$ cat src/rtl/spi_wb_pkg.sv
// Shared constants and state type for the byte-stream Wishbone master.
package spi_wb_pkg;

  localparam logic [7:0] CMD_READ     = 8'hA1;
  localparam logic [7:0] CMD_WRITE    = 8'hA2;

  localparam logic [7:0] STAT_OK      = 8'h00;
  localparam logic [7:0] STAT_ERR     = 8'h01;
  localparam logic [7:0] STAT_TIMEOUT = 8'h02;
  localparam logic [7:0] STAT_RETRY   = 8'h03;
  localparam logic [7:0] STAT_BADCMD  = 8'hFF;

  typedef enum logic [2:0] {
    ST_IDLE = 3'd0,
    ST_ADDR = 3'd1,
    ST_DATA = 3'd2,
    ST_BUS  = 3'd3,
    ST_RESP = 3'd4
  } state_e;

endpackage

$ cat src/rtl/wb_byte_master.sv
// Byte-stream to Wishbone classic master: parses a command frame, runs one
// bus cycle with a timeout and serializes a status byte plus read data.
module wb_byte_master #(
  parameter int DATA_WIDTH     = 32,
  parameter int ADDR_WIDTH     = 32,
  parameter int SELECT_WIDTH   = DATA_WIDTH / 8,
  parameter int TIMEOUT_CYCLES = 255
) (
  input  logic                    clk,
  input  logic                    rst_n,
  input  logic [7:0]              in_data,
  input  logic                    in_valid,
  output logic                    in_ready,
  output logic [7:0]              out_data,
  output logic                    out_valid,
  input  logic                    out_ready,
  output logic [ADDR_WIDTH-1:0]   wbm_adr_o,
  output logic [DATA_WIDTH-1:0]   wbm_dat_o,
  input  logic [DATA_WIDTH-1:0]   wbm_dat_i,
  output logic                    wbm_we_o,
  output logic [SELECT_WIDTH-1:0] wbm_sel_o,
  output logic                    wbm_stb_o,
  output logic                    wbm_cyc_o,
  input  logic                    wbm_ack_i,
  input  logic                    wbm_err_i,
  input  logic                    wbm_rty_i
);
  import spi_wb_pkg::*;

  localparam int TW = $clog2(TIMEOUT_CYCLES);
  localparam logic [TW-1:0] TMO_LAST = TW'(TIMEOUT_CYCLES - 1);

  state_e                  state_q, state_d;
  logic [1:0]              cnt_q, cnt_d;
  logic [ADDR_WIDTH-1:0]   adr_q, adr_d;
  logic [DATA_WIDTH-1:0]   dat_q, dat_d;
  logic                    we_q, we_d;
  logic                    stb_q, stb_d;
  logic [TW-1:0]           tmo_q, tmo_d;
  logic [DATA_WIDTH-1:0]   rdata_q, rdata_d;
  logic [7:0]              out_data_q, out_data_d;
  logic                    out_valid_q, out_valid_d;
  logic [2:0]              rem_q, rem_d;
  logic                    in_ready_q, in_ready_d;
  logic                    in_fire, out_fire;

  assign in_fire  = in_valid && in_ready_q;
  assign out_fire = out_valid_q && out_ready;

  // Next-state logic: frame collection, bus termination and response serializer.
  always_comb begin
    state_d     = state_q;
    cnt_d       = cnt_q;
    adr_d       = adr_q;
    dat_d       = dat_q;
    we_d        = we_q;
    stb_d       = stb_q;
    tmo_d       = tmo_q;
    rdata_d     = rdata_q;
    out_data_d  = out_data_q;
    out_valid_d = out_valid_q;
    rem_d       = rem_q;

    case (state_q)
      ST_IDLE: begin
        if (in_fire) begin
          if (in_data == CMD_READ || in_data == CMD_WRITE) begin
            we_d    = (in_data == CMD_WRITE);
            cnt_d   = 2'd0;
            state_d = ST_ADDR;
          end else begin
            out_data_d  = STAT_BADCMD;
            out_valid_d = 1'b1;
            rem_d       = 3'd0;
            state_d     = ST_RESP;
          end
        end
      end

      ST_ADDR: begin
        if (in_fire) begin
          adr_d = {in_data, adr_q[ADDR_WIDTH-1:8]};
          cnt_d = cnt_q + 2'd1;
          if (cnt_q == 2'd3) begin
            if (we_q) begin
              state_d = ST_DATA;
            end else begin
              state_d = ST_BUS;
              stb_d   = 1'b1;
              tmo_d   = '0;
            end
          end
        end
      end

      ST_DATA: begin
        if (in_fire) begin
          dat_d = {in_data, dat_q[DATA_WIDTH-1:8]};
          cnt_d = cnt_q + 2'd1;
          if (cnt_q == 2'd3) begin
            state_d = ST_BUS;
            stb_d   = 1'b1;
            tmo_d   = '0;
          end
        end
      end

      ST_BUS: begin
        if (wbm_err_i || wbm_rty_i || wbm_ack_i || tmo_q == TMO_LAST) begin
          stb_d       = 1'b0;
          out_valid_d = 1'b1;
          rem_d       = 3'd0;
          state_d     = ST_RESP;
          if (wbm_err_i) begin
            out_data_d = STAT_ERR;
          end else if (wbm_rty_i) begin
            out_data_d = STAT_RETRY;
          end else if (wbm_ack_i) begin
            out_data_d = STAT_OK;
            if (!we_q) begin
              rdata_d = wbm_dat_i;
              rem_d   = 3'd4;
            end
          end else begin
            out_data_d = STAT_TIMEOUT;
          end
        end else begin
          tmo_d = tmo_q + TW'(1);
        end
      end

      ST_RESP: begin
        if (out_fire) begin
          if (rem_q != 3'd0) begin
            out_data_d = rdata_q[7:0];
            rdata_d    = {8'h00, rdata_q[DATA_WIDTH-1:8]};
            rem_d      = rem_q - 3'd1;
          end else begin
            out_valid_d = 1'b0;
            state_d     = ST_IDLE;
          end
        end
      end

      default: state_d = ST_IDLE;
    endcase

    in_ready_d = (state_d == ST_IDLE) || (state_d == ST_ADDR) || (state_d == ST_DATA);
  end

  // State and datapath registers; reset clears the bus cycle immediately.
  always_ff @(posedge clk or negedge rst_n) begin
    if (!rst_n) begin
      state_q     <= ST_IDLE;
      cnt_q       <= 2'd0;
      adr_q       <= '0;
      dat_q       <= '0;
      we_q        <= 1'b0;
      stb_q       <= 1'b0;
      tmo_q       <= '0;
      rdata_q     <= '0;
      out_data_q  <= 8'h00;
      out_valid_q <= 1'b0;
      rem_q       <= 3'd0;
      in_ready_q  <= 1'b0;
    end else begin
      state_q     <= state_d;
      cnt_q       <= cnt_d;
      adr_q       <= adr_d;
      dat_q       <= dat_d;
      we_q        <= we_d;
      stb_q       <= stb_d;
      tmo_q       <= tmo_d;
      rdata_q     <= rdata_d;
      out_data_q  <= out_data_d;
      out_valid_q <= out_valid_d;
      rem_q       <= rem_d;
      in_ready_q  <= in_ready_d;
    end
  end

  assign in_ready  = in_ready_q;
  assign out_data  = out_data_q;
  assign out_valid = out_valid_q;
  assign wbm_adr_o = adr_q;
  assign wbm_dat_o = dat_q;
  assign wbm_we_o  = we_q;
  assign wbm_sel_o = '1;
  assign wbm_stb_o = stb_q;
  assign wbm_cyc_o = stb_q;

endmodule

$ cat config.mk
export PLATFORM = sky130hd
export DESIGN_NAME = wb_byte_master
export DESIGN_NICKNAME = d
export VERILOG_FILES = /design/src/rtl/spi_wb_pkg.sv /design/src/rtl/wb_byte_master.sv
export SDC_FILE = /design/constraint.sdc
export NUM_CORES = 1
export LEC_CHECK = 0
export CORE_MARGIN = 5
export CORE_UTILIZATION = 25
export CTS_CLUSTER_SIZE = 10
export DETAILED_ROUTE_END_ITERATION = 10
export GPL_ROUTABILITY_DRIVEN = 1
export HOLD_SLACK_MARGIN = 0.1
export PLACE_DENSITY = 0.55
export SLEW_MARGIN = 15
export SYNTH_ARGS = -nofsm -noshare
export SYNTH_HDL_FRONTEND = slang
export SYNTH_SLANG_ARGS = --single-unit
$ cat constraint.sdc
create_clock -name clk -period 2.9 [get_ports clk]
set_input_delay 0.58 -clock clk [delete_from_list [all_inputs] [get_ports clk]]
set_output_delay 0.58 -clock clk [all_outputs]
set_load 0.05 [all_outputs]
-- Yosys cells after proc, flatten, opt, wreduce, memory -nomap -nowiden
Index checks and enable logic that the tools add are counted.
- register bits after elaboration: 124
- logic and storage cells: 130
- input port bits: 47
- output and inout bits: 81
- eq/ne operators: 28
- add/sub/neg operators: 3
- reduce and logical (&&, ||, !) cells: 25
- mux-type cells: 62
- operator list (operator ; number):
    two-way mux 32 bit ; 7
    two-way mux 8 bit ; 11
    one-hot mux 32 bit (2 select lines) ; 1
    two-way mux 3 bit ; 18
    one-hot mux 8 bit (3 select lines) ; 2
    != test 2 bit (second input constant) ; 17
    equality test 8 bit (second input constant) ; 3
    one-hot mux 3 bit (5 select lines) ; 1
    AND reduction 7 bit ; 2
    two-way mux 1 bit ; 12
    two-way mux 2 bit ; 6
    AND reduction 6 bit ; 2
    equality test 3 x 2 -> 1 bit (second input constant) ; 3
    one-hot mux 3 bit (3 select lines) ; 1
    nonzero test 3 bit ; 3
    adder 8 x 1 -> 8 bit (second input constant) ; 1
    AND reduction 8 bit ; 1
    equality test 3 x 1 -> 1 bit (second input constant) ; 2
    zero test 3 bit ; 2
    logical OR 1 bit ; 6
    one-hot mux 1 bit (3 select lines) ; 2
    one-hot mux 2 bit (2 select lines) ; 1
    AND reduction 2 bit ; 2
    AND reduction 4 bit ; 1
    other kinds (9) ; 11

-- Logic depth before layout (Yosys ltp)
- depth after elaboration: 8
- depth in mapped cells: 9

-- Least setup slack after synthesis
No wires, ideal clock.
- path kind: reg-to-reg
- start point: register in_ready_q, in the netlist in_ready
- end point: register out_data_q[1], in the netlist out_data[1]
- data required time: 2.775 ns
- clock period less this slack: 2.183 ns
- data arrival time: 2.058 ns
- slack: 0.717 ns
- stages on the path, launching flop included: 7
- cell sequence: dfrtp_1 > and2_0 > clkbuf_1 > a21boi_0 > a2111oi_2 > buf_4 > mux2_2
- word-level cells in the longest chain between the ends: 3
- ends and longest elaborated chain (element ; line ; text):
    from (decl) ; wb_byte_master.sv:44 ; logic in_ready_q, in_ready_d;
    from (signal assigned) ; wb_byte_master.sv:178 ; in_ready_q <= in_ready_d;
    logical AND 1 bit ; wb_byte_master.sv:47 ; assign in_fire = in_valid && in_ready_q;
    != test 2 bit (no source line) ; - ;
    AND reduction 6 bit (no source line) ; - ;
    to (signal assigned) ; wb_byte_master.sv:175 ; out_data_q <= out_data_d;
    to (decl) ; wb_byte_master.sv:41 ; logic [7:0] out_data_q, out_data_d;
Every way passes these cells.
A chain may end at the register's enable or synchronous reset.

-- Final worst setup path
- start point: input in_data[2]
- end point: register out_data_q[2], in the netlist out_data[2]
- word-level cells in the longest chain between the ends: 4
- ends and longest elaborated chain (element ; line ; text):
    from (decl) ; wb_byte_master.sv:11 ; input logic [7:0] in_data,
    equality test 8 bit ; wb_byte_master.sv:67 ; if (in_data == CMD_READ || in_data == CMD_WRITE) begin
    logical OR 1 bit * ; wb_byte_master.sv:67 ;
    != test 2 bit (no source line) * ; - ;
    AND reduction 6 bit (no source line) * ; - ;
Every way passes the cells marked *; elsewhere a longest branch is shown, timed or not.

==> impl_metrics.yaml <==
run_status:
  outcome: "finished clean"
route:
  avgViaCountPerCell: 4.37
  vias: 3908
  dr.pass1.iters: 4
  routed_wl_um: 13300
  ant_nets: 0
  drtIter0Drc: 175
  wl_per_cell_um: 14.9
  drc_errors: 0
cts:
  postCtsResizedCells: 0
  clkLatencyLatePin_ns: 0.41
  path_clk_slew_ns: 0.06
  cts-root-buf: "clkbuf_16"
  clock_sinks: 124
  clockBufferDepth: 2
  cts_made_buffers: 17
  cts_setup_buffers: 0
  hold_buffers: 0
  cts_htree_levels: 4
  tritoncts: "done"
power_and_ir_drop:
  sequentialPowerShare_pct: 32.5
  p_leak_uw: 0.00335
  powerDensity_nw_per_um2: 1060
  p_clk_share_pct: 25.6
  peakVddDrop_mv: 0.496
  power.internal_uw: 4840
  power_switching_uw: 3260
  netSwitchingFraction_pct: 40.3
  p_comb_share_pct: 41.9
yosys:
  synth_cells: 476
  ys_types: 45
  synth-warning-count: 0
  yosysTopAreaCell: "dfrtp_1"
  synth-compound-area-share_pct: 9.92
  synth.area.top_cells: "dfrtp_1 56%, mux2_2 13%, a31oi_2 4.5%"
  synth_edf_count: 0
  syn_area_um2: 5510
  muxShareOfSynthArea_pct: 14.8
  synth_top_family_by_area: "multiplexers"
  synth_xor_area_share_pct: 1.27
  synth_top_area_share_pct: 56.3
  synth-seq-area-share_pct: 56.3
  yosys.area_share.simple_pct: 11.7
  synthAdderAreaFrac_pct: 1.14
  synthFlopType: "dfrtp_1"
  avgSynthCellArea_um2: 11.6
  async_flop_share_pct: 100
  ys_seq_elements: 124
critical_path:
  cp-end-kind: "flip-flop"
  path_cells: "clkdlybuf4s50_1, nor4b_1, nand3_1, a21boi_0, buf_4, a2111oi_4, buf_4, mux2i_1"
  worstSetupPathDepth: 8
  worstRegToRegCells: 7
  cp.arrival_ns: 2.60
  cpPeakStageDelay_ns: 0.56
  cpMaxStageDelayCell: "nor4b_1"
  crit_top_cell: "buf_4"
  crit_buf_inv: 3
  path_class: "primary input to flip-flop"
  start_kind: "primary input"
  cp_max_fo: 8
  crit_family: "buffers and inverters"
  cp.required_ns: 3.18
global_routing:
  grt_pass1_vias: 4000
  grt_pass1_wl_um: 21500
  grt_max_degree: 65
  antenna_found_initial: 0
  gr-total-overflow: 0
  grt_util_all_layers_pct: 10.9
placement:
  portBuffers: 123
  dpl.cell_count: 864
  dpl.hpwl_um: 9730
  place_congestion: 0.762
  pre_cts_ws_ns: 0.0932
sta:
  fin_crit_sh_pct: 80.0
  setup_ws_ns: 0.581
  post-route-min-period_ns: 2.32
  tns_ns: 0
  hold_ws_ns: 0.193
  worst_slew_pin_slew_ns: 0.634
  slew_headroom_pct: 57.7
  finalMaxSlewViolations: 0
  rsz0062_at_grt: "no"
  finalHoldViolCount: 0
  timing.fmax_mhz: 431
  setup_viol: 0
  skew_ns: 0.00808
layout:
  fin_util_pct: 35.1
  final-instance-count-excl-fill: 895
  antenna-diode-count: 0
  drive_gt1_share_pct: 21.6
  mostFrequentLayoutCells: "124 x dfrtp_1, 122 x clkdlybuf4s50_1, 66 x nand2_1, 66 x mux2_2, 35 x nor2_1"
  areaGrowthSynthToFinish_pct: 38.5
  mostFrequentLayoutCell: "dfrtp_1"
  nNetsFinal: 655
min_path:
  hold_class: "primary input to async pin"
job:
  drv_cap: 0
floorplan:
  coreArea_um2: 21800
  die_w_um: 158
  dieArea_um2: 25100
  io_pins: 128
  start_util_pct: 25.3
  die_h_um: 158
  rows: 54
-- worst reg2reg max path, delay by kind of cell (launching register included) --
| family | cells | cell delay (ns) |
|---|---|---|
| AOI/OAI and AO/OA | 2 | 0.85 |
| adders and majority gates | 1 | 0.14 |
| buffers and inverters | 2 | 0.35 |
| DFF | 1 | 0.42 |
| muxes | 1 | 0.21 |
| and+or+nand+nor | 1 | 0.12 |
-- metrics by stage --
step                power [µW]  cell area, µm²
finish                    8090            7630
global route              8590            7630
CTS                       8220            7630
detailed placement        6100            7060
global placement          6020            7060
floorplan                 5050            5520
-- per-layer routing --
layer | vias up | GRT usage [%] | part of all wire [%]
met5 | - | 0 | 0
met4 | 0 | 3.66 | 1.5
met3 | 13 | 3.64 | 6.5
met2 | 108 | 17.3 | 46
met1 | 1897 | 14.2 | 46
li1 | 1890 | - | -
-- registers in the layout, summed over array words and instances, names as in the netlist --
register and count:
wbm_dat_o 32, out_valid 1, cnt_q 2, in_ready 1
state_q 3, rdata_q 32, rem_q 3, wbm_we_o 1
wbm_cyc_o 1, tmo_q 8, out_data 8, wbm_adr_o 32
-- cell type report --
type | instances | area, µm²
Tap cell | 280 | 350
Sequential cell | 124 | 3100
Clock inverter | 13 | 139
Multi-Input combinational cell | 302 | 2170
Clock buffer | 18 | 439
Timing Repair Buffer | 135 | 1340
Inverter | 23 | 86.3
Fill cell | 2167 | 14100
-- final timing paths --
kind / from / to / slack [ns]
worst max-delay path: in_data[2] / out_data[2] / 0.58
worst min-delay path: rst_n / wbm_dat_o[6] / 0.19
worst max register to register: tmo_q[0] / out_data[2] / 0.72
worst min register to register: wbm_dat_o[4] / wbm_dat_o[4] / 0.51
max in group asynchronous: rst_n / wbm_adr_o[3] / 1.95
min in group clk: wbm_dat_o[4] / wbm_dat_o[4] / 0.51
-- power groups by stage --
stage / combinational [µW] / sequential [µW] / clock (µW)
final: 3390 / 2630 / 2070
after global routing: 3660 / 2700 / 2220
after CTS: 3440 / 2640 / 2150
after detailed placement: 3430 / 2670 / 0
after global placement: 3370 / 2650 / 0
after floorplan: 1530 / 3510 / 0
-- cells in the mapped netlist (all sizes together) (2+ instances only) --
master and instances:
dfrtp 124, mux2 66, nand2 66, nor2 35
a31oi 26, inv 23, nand3 21, o21ai 21
buf 18, clkbuf 12, mux2i 7, nor3 6
ha 5, xor2 5, a21oi 4, nand4 4
o22ai 4, o211ai 3, xnor2 3, nor2b 2
nor3b 2, or3 2
-- cell families after synthesis --
logic type / after synthesis
AOI/OAI and AO/OA: 66
and+or+nand+nor: 146
buffers and inverters: 53
adders and majority gates: 5
DFF: 124
muxes: 73
xor gates and xnor gates: 8
other: 1
Power figures use the tool's default switching activity.
